$ cat config.mk
export PLATFORM = sky130hd
export DESIGN_NAME = convolve_fpga_mul_arbiter
export DESIGN_NICKNAME = d
export VERILOG_FILES = /design/src/rtl/convolve_fpga_pkg.sv /design/src/rtl/convolve_fpga_mul_mul_8ns_16s_16_4_1.sv /design/src/rtl/convolve_fpga_rr_pick.sv /design/src/rtl/convolve_fpga_mul_arbiter.sv
export SDC_FILE = /design/constraint.sdc
export NUM_CORES = 1
export LEC_CHECK = 0
export BUFFER_PORTS_ARGS = -buffer_cell sky130_fd_sc_hd__buf_2
export CAP_MARGIN = 20
export CORE_MARGIN = 4
export CORE_UTILIZATION = 55
export CTS_CLUSTER_SIZE = 10
export DETAILED_ROUTE_END_ITERATION = 10
export PLACE_DENSITY = 0.8
export SLEW_MARGIN = 20
export SYNTH_ARGS = -nofsm -noshare
export SYNTH_HDL_FRONTEND = slang
export SYNTH_SLANG_ARGS = --single-unit
$ cat constraint.sdc
create_clock -name clk -period 7.7 [get_ports clk]
set_input_delay 1.54 -clock clk [delete_from_list [all_inputs] [get_ports clk]]
set_output_delay 1.54 -clock clk [all_outputs]
set_load 0.005 [all_outputs]
$ cat src/rtl/convolve_fpga_pkg.sv
// Shared definitions for the convolve_fpga multiplier-sharing slice:
// operand/product widths, core latency and the in-flight owner tag.
package convolve_fpga_pkg;

    localparam int unsigned MUL_A_W  = 8;   // unsigned pixel operand
    localparam int unsigned MUL_B_W  = 16;  // signed coefficient
    localparam int unsigned MUL_P_W  = 16;  // truncated product
    localparam int unsigned MUL_LAT  = 3;   // core edges, operands to dout
    localparam int unsigned MUL_ID_W = 3;   // owner tag field, covers up to 8 lanes

    typedef struct packed {
        logic                valid;
        logic [MUL_ID_W-1:0] id;
    } mul_tag_t;

endpackage

$ cat src/rtl/convolve_fpga_mul_mul_8ns_16s_16_4_1.sv
// Pipelined unsigned x signed multiplier core with clock enable. Operands are
// registered, then the truncated product passes NUM_STAGE-2 output registers,
// so dout reflects operands NUM_STAGE-1 enabled edges later. Data registers
// are intentionally not reset; the owner of this core masks them with tags.
module convolve_fpga_mul_mul_8ns_16s_16_4_1 #(
    parameter int unsigned NUM_STAGE  = 4,
    parameter int unsigned din0_WIDTH = 8,
    parameter int unsigned din1_WIDTH = 16,
    parameter int unsigned dout_WIDTH = 16
) (
    input  logic                  clk,
    input  logic                  reset,
    input  logic                  ce,
    input  logic [din0_WIDTH-1:0] din0,
    input  logic [din1_WIDTH-1:0] din1,
    output logic [dout_WIDTH-1:0] dout
);

    logic        [din0_WIDTH-1:0] r_a;
    logic signed [din1_WIDTH-1:0] r_b;
    logic        [dout_WIDTH-1:0] r_p [NUM_STAGE-2];
    logic signed [dout_WIDTH-1:0] w_a_x;
    logic signed [dout_WIDTH-1:0] w_b_x;
    logic signed [dout_WIDTH-1:0] w_p;
    logic                         w_reset_unused;

    assign w_reset_unused = reset;

    // Only the low dout_WIDTH bits are kept, so the operands are extended
    // (zero for a, sign for b) straight to that width before multiplying.
    assign w_a_x = dout_WIDTH'($signed({1'b0, r_a}));
    assign w_b_x = dout_WIDTH'(r_b);
    assign w_p   = w_a_x * w_b_x;

    // Operand capture and product pipeline, all advancing only on ce.
    always_ff @(posedge clk) begin
        if (ce) begin
            r_a    <= din0;
            r_b    <= din1;
            r_p[0] <= w_p;
            for (int unsigned k = 1; k < NUM_STAGE - 2; k++) begin
                r_p[k] <= r_p[k-1];
            end
        end
    end

    assign dout = r_p[NUM_STAGE-3];

endmodule

$ cat src/rtl/convolve_fpga_rr_pick.sv
// Combinational round-robin picker: first requesting lane at or after the
// pointer, searching modulo NUM_REQ. Produces one-hot grant and its index.
module convolve_fpga_rr_pick #(
    parameter int unsigned NUM_REQ = 4,
    parameter int unsigned ID_W    = $clog2(NUM_REQ)
) (
    input  logic [NUM_REQ-1:0] i_req,
    input  logic [ID_W-1:0]    i_ptr,
    output logic [NUM_REQ-1:0] o_grant,
    output logic [ID_W-1:0]    o_idx,
    output logic               o_any
);

    // Scan lanes starting at the pointer; the first hit wins.
    always_comb begin
        int unsigned v_lane;
        v_lane  = 0;
        o_grant = '0;
        o_idx   = '0;
        o_any   = 1'b0;
        for (int unsigned k = 0; k < NUM_REQ; k++) begin
            v_lane = (32'(i_ptr) + k) % NUM_REQ;
            if (!o_any && i_req[v_lane]) begin
                o_any           = 1'b1;
                o_grant[v_lane] = 1'b1;
                o_idx           = ID_W'(v_lane);
            end
        end
    end

endmodule

$ cat src/rtl/convolve_fpga_mul_arbiter.sv
// Shares one pipelined multiplier core among NUM_REQ convolution lanes.
// A tag pipeline of {valid, id} runs in lockstep with the core so each
// product returns to the lane that issued it; a non-ready head owner stalls
// both the tags and the core via ce.
// Optional: define CONVOLVE_FPGA_MUL_ARB_PRIO0_EN to give lane 0 strict
// priority (rr untouched by its grants); otherwise pure round-robin.
module convolve_fpga_mul_arbiter
    import convolve_fpga_pkg::*;
#(
    parameter int unsigned NUM_REQ = 4,
    parameter int unsigned MUL_LAT = convolve_fpga_pkg::MUL_LAT,
    parameter int unsigned ID_W    = $clog2(NUM_REQ)
) (
    input  logic                       clk,
    input  logic                       reset,
    input  logic [NUM_REQ-1:0]         req_valid,
    output logic [NUM_REQ-1:0]         req_ready,
    input  logic [NUM_REQ*MUL_A_W-1:0] req_a,
    input  logic [NUM_REQ*MUL_B_W-1:0] req_b,
    output logic [NUM_REQ-1:0]         rsp_valid,
    input  logic [NUM_REQ-1:0]         rsp_ready,
    output logic [MUL_P_W-1:0]         rsp_data,
    output logic                       busy
);

    mul_tag_t             r_tag     [MUL_LAT];
    mul_tag_t             w_tag_nxt [MUL_LAT];
    logic [ID_W-1:0]      r_rr;
    logic [ID_W-1:0]      w_rr_nxt;
    logic                 r_busy;
    logic                 w_busy_nxt;
    logic [NUM_REQ-1:0]   w_pick_oh;
    logic [ID_W-1:0]      w_pick_idx;
    logic                 w_pick_any;
    logic [NUM_REQ-1:0]   w_win_oh;
    logic [ID_W-1:0]      w_win_idx;
    logic                 w_grant;
    logic [NUM_REQ-1:0]   w_head_oh;
    logic                 w_head_valid;
    logic                 w_ce;
    logic [MUL_A_W-1:0]   w_din0;
    logic [MUL_B_W-1:0]   w_din1;

    convolve_fpga_rr_pick #(
        .NUM_REQ (NUM_REQ),
        .ID_W    (ID_W)
    ) u_pick (
        .i_req   (req_valid),
        .i_ptr   (r_rr),
        .o_grant (w_pick_oh),
        .o_idx   (w_pick_idx),
        .o_any   (w_pick_any)
    );

    // Head decode and stall: hold everything while the head owner is not ready.
    always_comb begin
        w_head_valid = r_tag[MUL_LAT-1].valid;
        w_head_oh    = '0;
        for (int unsigned i = 0; i < NUM_REQ; i++) begin
            w_head_oh[i] = w_head_valid && (r_tag[MUL_LAT-1].id == MUL_ID_W'(i));
        end
        w_ce = !(w_head_valid && ((w_head_oh & rsp_ready) == '0));
    end

    // Winner selection, pointer advance and operand mux.
    always_comb begin
        w_grant = w_ce && w_pick_any;
`ifdef CONVOLVE_FPGA_MUL_ARB_PRIO0_EN
        if (req_valid[0]) begin
            w_win_idx = '0;
            w_win_oh  = NUM_REQ'(1);
        end else begin
            w_win_idx = w_pick_idx;
            w_win_oh  = w_pick_oh;
        end
`else
        w_win_idx = w_pick_idx;
        w_win_oh  = w_pick_oh;
`endif
        w_rr_nxt = r_rr;
`ifdef CONVOLVE_FPGA_MUL_ARB_PRIO0_EN
        if (w_grant && !req_valid[0]) begin
`else
        if (w_grant) begin
`endif
            w_rr_nxt = (w_win_idx == ID_W'(NUM_REQ - 1)) ? '0 : w_win_idx + ID_W'(1);
        end
        req_ready = w_win_oh & {NUM_REQ{w_grant && !reset}};
        w_din0    = req_a[32'(w_win_idx) * MUL_A_W +: MUL_A_W];
        w_din1    = req_b[32'(w_win_idx) * MUL_B_W +: MUL_B_W];
    end

    // Next tag pipeline contents; busy is registered from the next valids so it
    // tracks the stage valids of the same cycle.
    always_comb begin
        w_tag_nxt[0] = '{valid: w_grant, id: MUL_ID_W'(w_win_idx)};
        for (int unsigned k = 1; k < MUL_LAT; k++) begin
            w_tag_nxt[k] = r_tag[k-1];
        end
        if (!w_ce) begin
            for (int unsigned k = 0; k < MUL_LAT; k++) begin
                w_tag_nxt[k] = r_tag[k];
            end
        end
        w_busy_nxt = 1'b0;
        for (int unsigned k = 0; k < MUL_LAT; k++) begin
            w_busy_nxt = w_busy_nxt | w_tag_nxt[k].valid;
        end
    end

    // Tag pipeline, round-robin pointer and busy flag state.
    always_ff @(posedge clk or posedge reset) begin
        if (reset) begin
            for (int unsigned k = 0; k < MUL_LAT; k++) begin
                r_tag[k] <= '{valid: 1'b0, id: '0};
            end
            r_rr   <= '0;
            r_busy <= 1'b0;
        end else begin
            for (int unsigned k = 0; k < MUL_LAT; k++) begin
                r_tag[k] <= w_tag_nxt[k];
            end
            r_rr   <= w_rr_nxt;
            r_busy <= w_busy_nxt;
        end
    end

    convolve_fpga_mul_mul_8ns_16s_16_4_1 #(
        .NUM_STAGE  (MUL_LAT + 1),
        .din0_WIDTH (MUL_A_W),
        .din1_WIDTH (MUL_B_W),
        .dout_WIDTH (MUL_P_W)
    ) u_mul (
        .clk   (clk),
        .reset (reset),
        .ce    (w_ce),
        .din0  (w_din0),
        .din1  (w_din1),
        .dout  (rsp_data)
    );

    assign rsp_valid = w_head_oh;
    assign busy      = r_busy;

endmodule

==> out/qor.yml, run 1 <==
grt_first_pass_wirelength_mm: 21.7
synth-seq-cells: 68
antenna_found_initial: 0
rr_endpoint: "u_mul.r_p[0][15]"
hp-class: "reg -> reg"
clk_path_buf_depth: 2
drv_slew: 0
track_usage_pct: 20.5
r2r_start: "u_mul.r_a[2]"
rsz0062_at_grt: "false"
start_util_pct: 56.3
coreArea_sq_um: 11400
grt_overflow: 0
cp_data_required_time_ps: 6160
worstPathArrival_ps: 3430
worst_pin_slew_ps: 795
htree_levels: 3
row_count: 39
post_cts_buffers: 0
dr_total_vias: 4521
drt_pass1_iterations: 5
yosysSeqAreaShare_pct: 30.8
die_h_microns: 116
cts_hold_buf: 0
antenna_cells: 0
cp-start-kind: "register"
clkTransAtPathRegs_ps: 60
place_hpwl_mm: 10.4
period_share_pct: 64.6
endpoint_kind: "output pin"
wl_mm: 12.8
synth_area_leaders: "edfxtp_1, fa_1, mux2i_1"
gr-usage-met3_pct: 2.95
ios: 131
layout-drive-gt1-share_pct: 22.5
postRouteAntennaNets: 0
port_buffers: 130
worstSetupStartpoint: "r_rr[0]"
grtUsageMet1_pct: 25.1
crit_path_end: "req_ready[3]"
routabilityCongestion: 0.835
yosys_warnings: 0
setup_viol: 0
cts_tree: "done"
worstSkewPairLatency_ps: 330
grt_use_met2_pct: 36.6
r2r_slack_ps: 2820
netlist_area_sq_um: 6430
finalSetupTns_ps: 0
first_iter_violations: 207
hold_viol_final: 0
ys_types: 50
die_x_microns: 116
busiest_layer: "met2"
clkSinkCount: 68
r2r.worst_path.cells: 15
nNetsFinal: 923
vias_per_cell: 5.22
finalCriticalPeriod_ps: 4970
cts_resized: 0
worstSetupPathType: "reg -> out"
post_drt_wl_per_cell_microns: 14.8
syn-num-nets: 816
relSlewSlack_pct: 47.0
grt_pass1_vias: 4783
clock.fmax_mhz: 201
maxCapViolCount: 0
syn2layout_area_growth_pct: 14.1
status: "completed"
synth_area_per_cell_sq_um: 10.5
drc_errors: 0
synth_top_cell_area_share_pct: 26.2
grt_max_degree: 69
cts_root_buf: "clkbuf_16"
crit_fanout: 19
synth_top_area_cell: "edfxtp_1"
synth_cells: 611
cts_made_buffers: 9
die-area_sq_um: 13500
clock_skew_ps: 5.18
per-layer routing:
metal / part of all wire [%] / wire length [microns]
met1: 40 / 5150
met2: 52 / 6720
met5: 0 / 0
met4: 2.2 / 289
met3: 5.3 / 683
synth_stat cells, drive strengths merged:
| cell type | number |
|---|---|
| or3 | 2 |
| o311ai | 1 |
| nand3b | 1 |
| a211oi | 3 |
| ha | 39 |
| a211o | 1 |
| and4 | 1 |
| mux2i | 73 |
| o21a | 1 |
| clkbuf | 9 |
| and3b | 1 |
| a21boi | 1 |
| nand2 | 81 |
| nand2b | 5 |
| a311oi | 2 |
| or2 | 1 |
| dfrtp | 12 |
| o31a | 1 |
| nor2 | 16 |
| nand3 | 2 |
| edfxtp | 56 |
| buf | 28 |
| and2 | 33 |
| xnor2 | 19 |
| nor3b | 1 |
| a221oi | 1 |
| o31ai | 3 |
| inv | 97 |
| mux2 | 8 |
| and3 | 2 |
| nor3 | 3 |
| a32oi | 1 |
| a311o | 1 |
| nand4 | 1 |
| a21o | 2 |
| nand4b | 1 |
| mux4 | 1 |
| fa | 60 |
| nor2b | 3 |
| o21ai | 13 |
| xor2 | 4 |
| a31oi | 2 |
| a221o | 4 |
| a21oi | 14 |
cell usage in the layout (no fill, tap or decap), types with 3 or more instances in the layout:
| cell | count |
|---|---|
| a21oi_1 | 14 |
| buf_2 | 130 |
| fa_1 | 60 |
| nor3_1 | 3 |
| nand2_1 | 81 |
| clkinvlp_4 | 3 |
| ha_1 | 39 |
| nand2b_1 | 4 |
| buf_4 | 3 |
| nor2_1 | 16 |
| a221o_1 | 4 |
| dfrtp_1 | 12 |
| edfxtp_1 | 56 |
| xnor2_1 | 19 |
| mux2_2 | 8 |
| and2_1 | 33 |
| o21ai_0 | 11 |
| mux2i_1 | 73 |
| xor2_1 | 4 |
| inv_1 | 97 |
| nor2b_1 | 3 |
| a211oi_1 | 3 |
| clkbuf_16 | 9 |
through the flow:
step	utilization (%)	instance area, sq um	worst slack, ps	instances	hold WS, ps
6_report	64.2	7330	2730	866	417
5_1_grt	64.2	7330	2440	866	422
4_1_cts	64.2	7330	2790	866	419
3_5_place_dp	61.6	7030	2810	850	405
3_3_place_gp	61.6	7030	2940	850	401
2_1_floorplan	-	6430	1850	611	400
state kept, by name, summed over array words and instances (netlist names):
signal,count
busy,1
r_rr,2
r_tag,8
u_mul.r_a,8
u_mul.r_b,16
u_mul.r_p,32
w_head_valid,1
logic make-up after synthesis:
group | synth area share [%]
simple gates | 11.3
buf+inv | 9.77
fa+ha+maj | 26.3
mux | 13.1
flops | 30.8
compound gates | 5.59
xor+xnor | 3.13
critical path, cell delays in order, from the launching register on:
cell      delay (ps)
dfrtp_1          790
inv_1            220
ha_1             610
nor2b_1          140
a211oi_1         280
a31oi_2          130
nor2_1           350
a221o_1          200
o21ai_0          100
a21oi_1          150
buf_2            130
cell type report:
class / count / area, sq um
Clock buffer: 9 / 225
Inverter: 97 / 364
Timing Repair Buffer: 133 / 673
Clock inverter: 7 / 75.1
Fill cell: 925 / 4090
Tap cell: 143 / 179
Sequential cell: 68 / 1980
Multi-Input combinational cell: 409 / 3830
worst min path at each step:
stage / from / endpoint / slack, ps / cells past startpoint
2_1_floorplan: u_mul.r_p[0][0] / u_mul.r_p[0][16] / 400 / 0
3_3_place_gp: u_mul.r_p[0][15] / u_mul.r_p[0][31] / 400 / 0
3_5_place_dp: u_mul.r_p[0][8] / u_mul.r_p[0][24] / 410 / 0
4_1_cts: u_mul.r_p[0][13] / u_mul.r_p[0][29] / 420 / 0
5_1_grt: u_mul.r_p[0][10] / u_mul.r_p[0][26] / 420 / 0
6_report: u_mul.r_p[0][13] / u_mul.r_p[0][29] / 420 / 0
Power of run 1 is not shown: default switching activity piles up to over one toggle a cycle in this logic, so the estimate is an artifact.
==> inputs of run 2 (changes only) <==
--- a/config.mk
+++ b/config.mk
@@ -5,13 +5,14 @@
 export SDC_FILE = /design/constraint.sdc
 export NUM_CORES = 1
 export LEC_CHECK = 0
+export ABC_AREA = 1
 export BUFFER_PORTS_ARGS = -buffer_cell sky130_fd_sc_hd__buf_2
 export CAP_MARGIN = 20
 export CORE_MARGIN = 4
-export CORE_UTILIZATION = 55
+export CORE_UTILIZATION = 52
 export CTS_CLUSTER_SIZE = 10
 export DETAILED_ROUTE_END_ITERATION = 10
-export PLACE_DENSITY = 0.8
+export PLACE_DENSITY = 0.78
 export SLEW_MARGIN = 20
 export SYNTH_ARGS = -nofsm -noshare
 export SYNTH_HDL_FRONTEND = slang
==> constraint.sdc (replaced) <==
create_clock -name clk -period 4.04 [get_ports clk]
set_input_delay 0.808 -clock clk [delete_from_list [all_inputs] [get_ports clk]]
set_output_delay 0.808 -clock clk [all_outputs]
set_load 0.005 [all_outputs]
==> run 2 against run 1 <==
Against the previous run:
- the run now ends with setup timing left
- die area up 16%
- register-to-register slack worse by 2900 ps
- via count up 36%
- global-route usage down 0.080 points
- final cell count up 44%
- critical path depth up 9
- sequential share of layout area down 3.8 points
- non-clock buffer count up 57
- largest cell class unchanged
==> out/qor.yml, run 2 <==
relSlewSlack_pct: 40.1  # was 47.0%
crit_fanout: 5  # was 19
fin_ws_ps: -53.1  # was 2730 ps
worstPathArrival_ps: 4190  # was 3430 ps
worstSkewPairLatency_ps: 340  # was 330 ps
synth_commonest_cells: "nand2_1, inv_1, nand3_1"  # was inv_1, nand2_1, mux2i_1
wl_met1_mm: 6.24  # was 5.15 mm
synth_xor_area_share_pct: 1.85  # was 3.13%
wl_mm: 15.9  # was 12.8 mm
grt_overflow: 0  # unchanged
antenna_cells: 0  # unchanged
synth_fa_ha_area_share_pct: 23.7  # was 26.3%
first_iter_violations: 301  # was 207
route.top_layer_used: "met5"  # was met4
synth_top_cell_area_share_pct: 23.6  # was 26.2%
antenna_found_initial: 1  # was 0
dr_total_vias: 6147  # was 4521
status: "finished, violations left"  # was completed
synth_cells: 921  # was 611
worst_pin_slew_ps: 896  # was 795 ps
synth_area_per_cell_sq_um: 7.73  # was 10.5 sq um
track_usage_pct: 20.4  # was 20.5%
cp_data_required_time_ps: 4140  # was 6160 ps
final_common_cell: "nand2_1"  # was buf_2
ios: 131  # unchanged
rsz0062_at_grt: "true"  # was false
period_share_pct: 101
clkSinkCount: 68  # unchanged
synth_top_family_by_area: "simple AND/OR/NAND/NOR gates"  # was adder cells
clkTransAtPathRegs_ps: 60  # about the same
netlist_area_sq_um: 7120  # was 6430 sq um
final_cell_mix: "nand2_1, inv_1, buf_2, nand3_1, fa_1"  # was buf_2, inv_1, nand2_1, mux2i_1, fa_1
grt_max_degree: 69  # unchanged
yosys_warnings: 0  # unchanged
setup_viol: 2  # was 0
layout-drive-gt1-share_pct: 24.4  # was 22.5%
die-area_sq_um: 15600  # was 13500 sq um
clk_path_buf_depth: 2  # unchanged
regMostFlops: "u_mul.r_p"  # unchanged
maxCapViolCount: 0  # unchanged
dr_wl_met2_mm: 7.87  # was 6.72 mm
routabilityCongestion: 0.900  # was 0.835
nNetsFinal: 1271  # was 923
cp_slowest_cell: "edfxtp_1"  # was dfrtp_1
final.fill_count: 1145  # was 925
drv_slew: 0  # unchanged
dp_slack_ps: -182  # was 2810 ps
cts_made_buffers: 9  # unchanged
vias_per_cell: 4.93  # was 5.22
synth.most_common_cell: "nand2_1"  # was inv_1
cp_common_cell: "nand2_1"
violations: "setup timing"
ys_types: 38  # was 50
top_regs: "u_mul.r_p (32), u_mul.r_b (16)"  # unchanged
grt_first_pass_wirelength_mm: 26.4  # was 21.7 mm
htree_levels: 3  # unchanged
yosysSeqAreaShare_pct: 27.8  # was 30.8%
cts_root_buf: "clkbuf_16"  # unchanged
cts_tree: "done"  # unchanged
synth_edf_count: 56  # unchanged
worstSetupPathType: "reg -> reg"  # was reg -> out
synthMuxAreaShare_pct: 0  # was 13.1%
hp-class: "reg -> reg"  # unchanged
port_buffers: 130  # unchanged
syn2layout_area_growth_pct: 20.0  # was 14.1%
clock.fmax_mhz: 244
cts_hold_buf: 0  # unchanged
synth-simple-area-share_pct: 27.0  # was 11.3%
start_util_pct: 53.3  # was 56.3%
endpoint_kind: "register"  # was output pin
cp_cell_sequence: "buf_12 -> nand2_2 -> fa_1 -> inv_1 -> fa_1 -> fa_1 -> inv_1 -> fa_1 -> inv_2 -> ha_4 -> a21o_1 -> a21oi_1 -> nand2_1 -> nand2_1 -> nand2_1 -> nand2_1 -> nand2_1 -> nand2_1 -> nand2_1"  # was inv_1 -> ha_1 -> nor2b_1 -> a211oi_1 -> a31oi_2 -> nor2_1 -> a221o_1 -> o21ai_0 -> a21oi_1 -> buf_2
drc_errors: 0  # unchanged
row_count: 42  # was 39
ys_async_sr_fraction_pct: 17.6  # unchanged
cp_slowest_stage_delay_ps: 520  # was 790 ps
post_drt_wl_per_cell_microns: 12.8  # was 14.8 microns
place_hpwl_mm: 11.9  # was 10.4 mm
synth_top_area_cell: "edfxtp_1"  # unchanged
finalCriticalPeriod_ps: 4090
die_h_microns: 125  # was 116 microns
synth_compound_area_share_pct: 2.21  # was 5.59%
synth-seq-cells: 68  # unchanged
clock_skew_ps: 8.00  # was 5.18 ps
wl_met3_mm: 1.25  # was 683 microns
die_x_microns: 125  # was 116 microns
cp-start-kind: "register"  # unchanged
syn-num-nets: 1126  # was 816
hold_viol_final: 0  # unchanged
ys.flop_type: "edfxtp_1"  # unchanged
grt_pass1_vias: 6084  # was 4783
drt_pass1_iterations: 5  # unchanged
coreArea_sq_um: 13300  # was 11400 sq um
postRouteAntennaNets: 0  # unchanged
largest_reg_flops: 32  # unchanged
synth_area_leaders: "edfxtp_1, fa_1, nand2_1"  # was edfxtp_1, fa_1, mux2i_1
==> run 2: worst paths after layout <==
kind / startpoint / endpoint / slack (ps) / depth (start not counted)
worst max-delay path: u_mul.r_b[7] / u_mul.r_p[0][14] / -50 / 19
worst min-delay path: u_mul.r_p[0][11] / u_mul.r_p[0][27] / 410 / 0
worst max register to register: u_mul.r_b[7] / u_mul.r_p[0][14] / -50 / 19
worst min register to register: u_mul.r_p[0][11] / u_mul.r_p[0][27] / 410 / 0
max in group asynchronous: reset / r_tag[1] / 3260 / 2
min in group asynchronous: reset / w_head_valid / 480 / 2
==> run 2: logic make-up (layout without fill, tap and decap cells) <==
logic type,after synthesis,after routing
AO/OA/AOI/OAI,25,25
XOR/XNOR,15,15
adder cells (fa/ha/maj),99,99
buffers and inverters,292,442
flip-flops,68,68
AND/OR/NAND/NOR,422,422
==> run 2: final cells by class <==
| cell class | count | area, sq um | area share (%) |
|---|---|---|---|
| Clock buffer | 10 | 229 | 2.68 |
| Clock inverter | 6 | 41.3 | 0.484 |
| Inverter | 236 | 891 | 10.4 |
| Multi-Input combinational cell | 561 | 4060 | 47.5 |
| Sequential cell | 68 | 1980 | 23.2 |
| Tap cell | 176 | 220 | 2.58 |
| Timing Repair Buffer | 190 | 1120 | 13.1 |
==> run 2: critical path: cells and delay by family (launching register included) <==
kind	cells	cell delay (ps)
simple gates	8	480
fa+ha+maj	5	2240
buf+inv	4	330
compound gates	2	280
flops	1	520
==> run 2: layer usage <==
layer	track usage, %	vias up
met5	0	-
met4	8.80	2
met3	4.73	45
met2	35.6	249
met1	24.1	2807
li1	-	3044
==> run 2: repair_timing <==
action | CTS | global route
buffers inserted | 16 | 2
pin swaps | 22 | 33
resized for setup | 14 | 22
gates cloned | 0 | 0
setup endpoints to repair | 6 | 7
==> run 2: per-stage QoR <==
| step | util [%] | hold slack [ps] | cell area, sq um | setup TNS (ps) | cells |
|---|---|---|---|---|---|
| 3_3_place_gp | 59.7 | 401 | 7970 | -318 | 1213 |
| 5_1_grt | 64.0 | 418 | 8540 | -804 | 1247 |
| 6_report | 64.0 | 414 | 8540 | -70.2 | 1247 |
| 4_1_cts | 63.2 | 416 | 8430 | -8.13 | 1245 |
| 3_5_place_dp | 59.7 | 405 | 7970 | -788 | 1213 |
| 2_1_floorplan | - | 400 | 7150 | 0 | 921 |
Power of run 2 is left out for the same reason.
==> inputs of run 3 (changes only) <==
==> constraint.sdc (replaced) <==
create_clock -name clk -period 4.04 [get_ports clk]
set_input_delay 0.202 -clock clk [delete_from_list [all_inputs] [get_ports clk]]
set_output_delay 0.202 -clock clk [all_outputs]
set_load 0.005 [all_outputs]
==> run 3 against run 2 <==
Against the previous run:
- the flow still finishes with violations (setup timing)
- global-route usage is 0.34 points higher
- via count is 1.0% lower
- clock skew is 1.2 ps lower
- critical path depth stayed put
- core utilization is 1.5 points higher
- non-clock buffer count is 10 higher
- clock-buffer cell count stayed put
- flip-flop and latch count stayed put
- worst hold slack worse by 180 ps
- worst setup slack better by 9.0 ps
- final cell count is 0.80% higher
==> out/qor.yml, run 3 (synthesis gave the netlist of run 2 again) <==
status: "finished, violations left"  # unchanged
violations: "setup timing"  # unchanged
dr_total_vias: 6085  # was 6147
dr_wl_met2_mm: 7.91  # was 7.87 mm
clkSinkCount: 68  # unchanged
die_x_microns: 125  # unchanged
clkTransAtPathRegs_ps: 60  # about the same
dp_slack_ps: -196  # was -182 ps
worst_pin_slew_ps: 906  # was 896 ps
grt_pass1_vias: 5909  # was 6084
regMostFlops: "u_mul.r_p"  # unchanged
die_h_microns: 125  # unchanged
track_usage_pct: 20.7  # was 20.4%
cp-start-kind: "register"  # unchanged
hp-class: "in -> reg"  # was reg -> reg
ios: 131  # unchanged
port_buffers: 130  # unchanged
drv_slew: 0  # unchanged
htree_levels: 3  # unchanged
rsz0062_at_grt: "true"  # unchanged
dpl.cell_count: 1211  # was 1213
wl_met3_mm: 1.13  # was 1.25 mm
endpoint_kind: "register"  # unchanged
vias_per_cell: 4.84  # was 4.93
dpl_cell_area_sq_um: 7960  # was 7970 sq um
hold_ws_ps: 232  # was 414 ps
stdcell_count: 1257  # was 1247
die-area_sq_um: 15600  # unchanged
postRouteAntennaNets: 0  # unchanged
fin_ws_ps: -44.2  # was -53.1 ps
top_regs: "u_mul.r_p (32), u_mul.r_b (16)"  # unchanged
antenna_found_initial: 1  # unchanged
final.fill_count: 1107  # was 1145
final_common_cell: "nand2_1"  # unchanged
route.top_layer_used: "met5"  # unchanged
grt_first_pass_wirelength_mm: 26.7  # was 26.4 mm
clock_skew_ps: 6.78  # was 8.00 ps
coreArea_sq_um: 13300  # unchanged
start_util_pct: 53.3  # unchanged
setup_viol: 1  # was 2
clk_path_buf_depth: 2  # unchanged
nNetsFinal: 1281  # was 1271
drt_pass1_iterations: 5  # unchanged
wl_met1_mm: 6.58  # was 6.24 mm
hold_viol_final: 0  # unchanged
regArea_sq_um: 1980  # unchanged
period_share_pct: 101  # about the same
post_drt_wl_per_cell_microns: 12.8  # about the same
worstPathArrival_ps: 4180  # was 4190 ps
first_iter_violations: 338  # was 301
place_hpwl_mm: 11.9  # about the same
grt_overflow: 0  # unchanged
cts_made_buffers: 9  # unchanged
antenna_cells: 0  # unchanged
worstSkewPairLatency_ps: 340  # about the same
worstSetupPathType: "reg -> reg"  # unchanged
largest_reg_flops: 32  # unchanged
drc_errors: 0  # unchanged
cts_tree: "done"  # unchanged
syn2layout_area_growth_pct: 22.7  # was 20.0%
grt_max_degree: 69  # unchanged
wl_mm: 16.1  # was 15.9 mm
multiInputGateArea_sq_um: 4120  # was 4060 sq um
cp_data_required_time_ps: 4140  # about the same
cts_root_buf: "clkbuf_16"  # unchanged
crit_fanout: 4  # was 5
stdcell_area_sq_um: 8730  # was 8540 sq um
layout-drive-gt1-share_pct: 26.0  # was 24.4%
relSlewSlack_pct: 39.4  # was 40.1%
routabilityCongestion: 0.895  # was 0.900
maxCapViolCount: 0  # unchanged
finalCriticalPeriod_ps: 4080  # was 4090 ps
final_cell_mix: "nand2_1, inv_1, buf_2, nand3_1, buf_4"  # was nand2_1, inv_1, buf_2, nand3_1, fa_1
clock.fmax_mhz: 245  # was 244 MHz
row_count: 42  # unchanged
[run 3: routing by layer]
metal / GRT usage [%] / vias to the layer above
met3: 4.61 / 33
met2: 35.7 / 247
met5: 0 / -
met1: 25.5 / 2745
met4: 7.78 / 2
li1: - / 3058
[run 3: worst max-delay path, stage by stage (launching register included)]
cell	delay [ps]
edfxtp_1	480
buf_4	190
nand2_1	70
fa_1	460
fa_1	490
inv_1	50
fa_1	520
inv_1	50
fa_1	420
inv_1	130
ha_4	220
a21o_1	170
a21oi_2	130
nand2_1	100
nand2_1	70
nand2_1	60
nand2_2	60
nand2_1	50
nand2_1	60
nand2_1	50
[run 3: final cells by class]
cell class / count / share of cell area [%]
repair buffers: 200 / 13.8
multi-input cells: 561 / 47.1
clock inverters: 6 / 1.02
well taps: 176 / 2.52
clock buffers: 10 / 2.62
flip-flops and latches: 68 / 22.7
inverters: 236 / 10.2
[run 3: through the flow]
| step | utilization [%] | setup TNS [ps] |
|---|---|---|
| floorplan | - | 0 |
| global placement | 59.6 | -354 |
| detailed placement | 59.6 | -853 |
| CTS | 63.8 | -2.83 |
| global route | 65.4 | -653 |
| finish | 65.4 | -44.2 |
[run 3: worst paths after layout]
kind                            startpoint                to  slack (ps)  cells past startpoint
min reg2reg                u_mul.r_p[0][5]  u_mul.r_p[0][21]         420                      0
max reg2reg                   u_mul.r_b[4]  u_mul.r_p[0][14]         -40                     19
min in group asynchronous            reset          r_tag[7]         420                      3
min                              req_b[12]     u_mul.r_b[12]         230                      5
max                           u_mul.r_b[4]  u_mul.r_p[0][14]         -40                     19
max in group asynchronous            reset          r_tag[8]        3310                      3
[run 3: timing repair]
item | 4_1_cts | 5_1_grt
pin swaps | 17 | 35
gates resized for setup | 16 | 34
hold buffers | 1 | 0
endpoints found under the hold margin | 12 | 0
setup buffers | 20 | 10
setup endpoints to repair | 6 | 8
Power of run 3 is left out for the same reason.
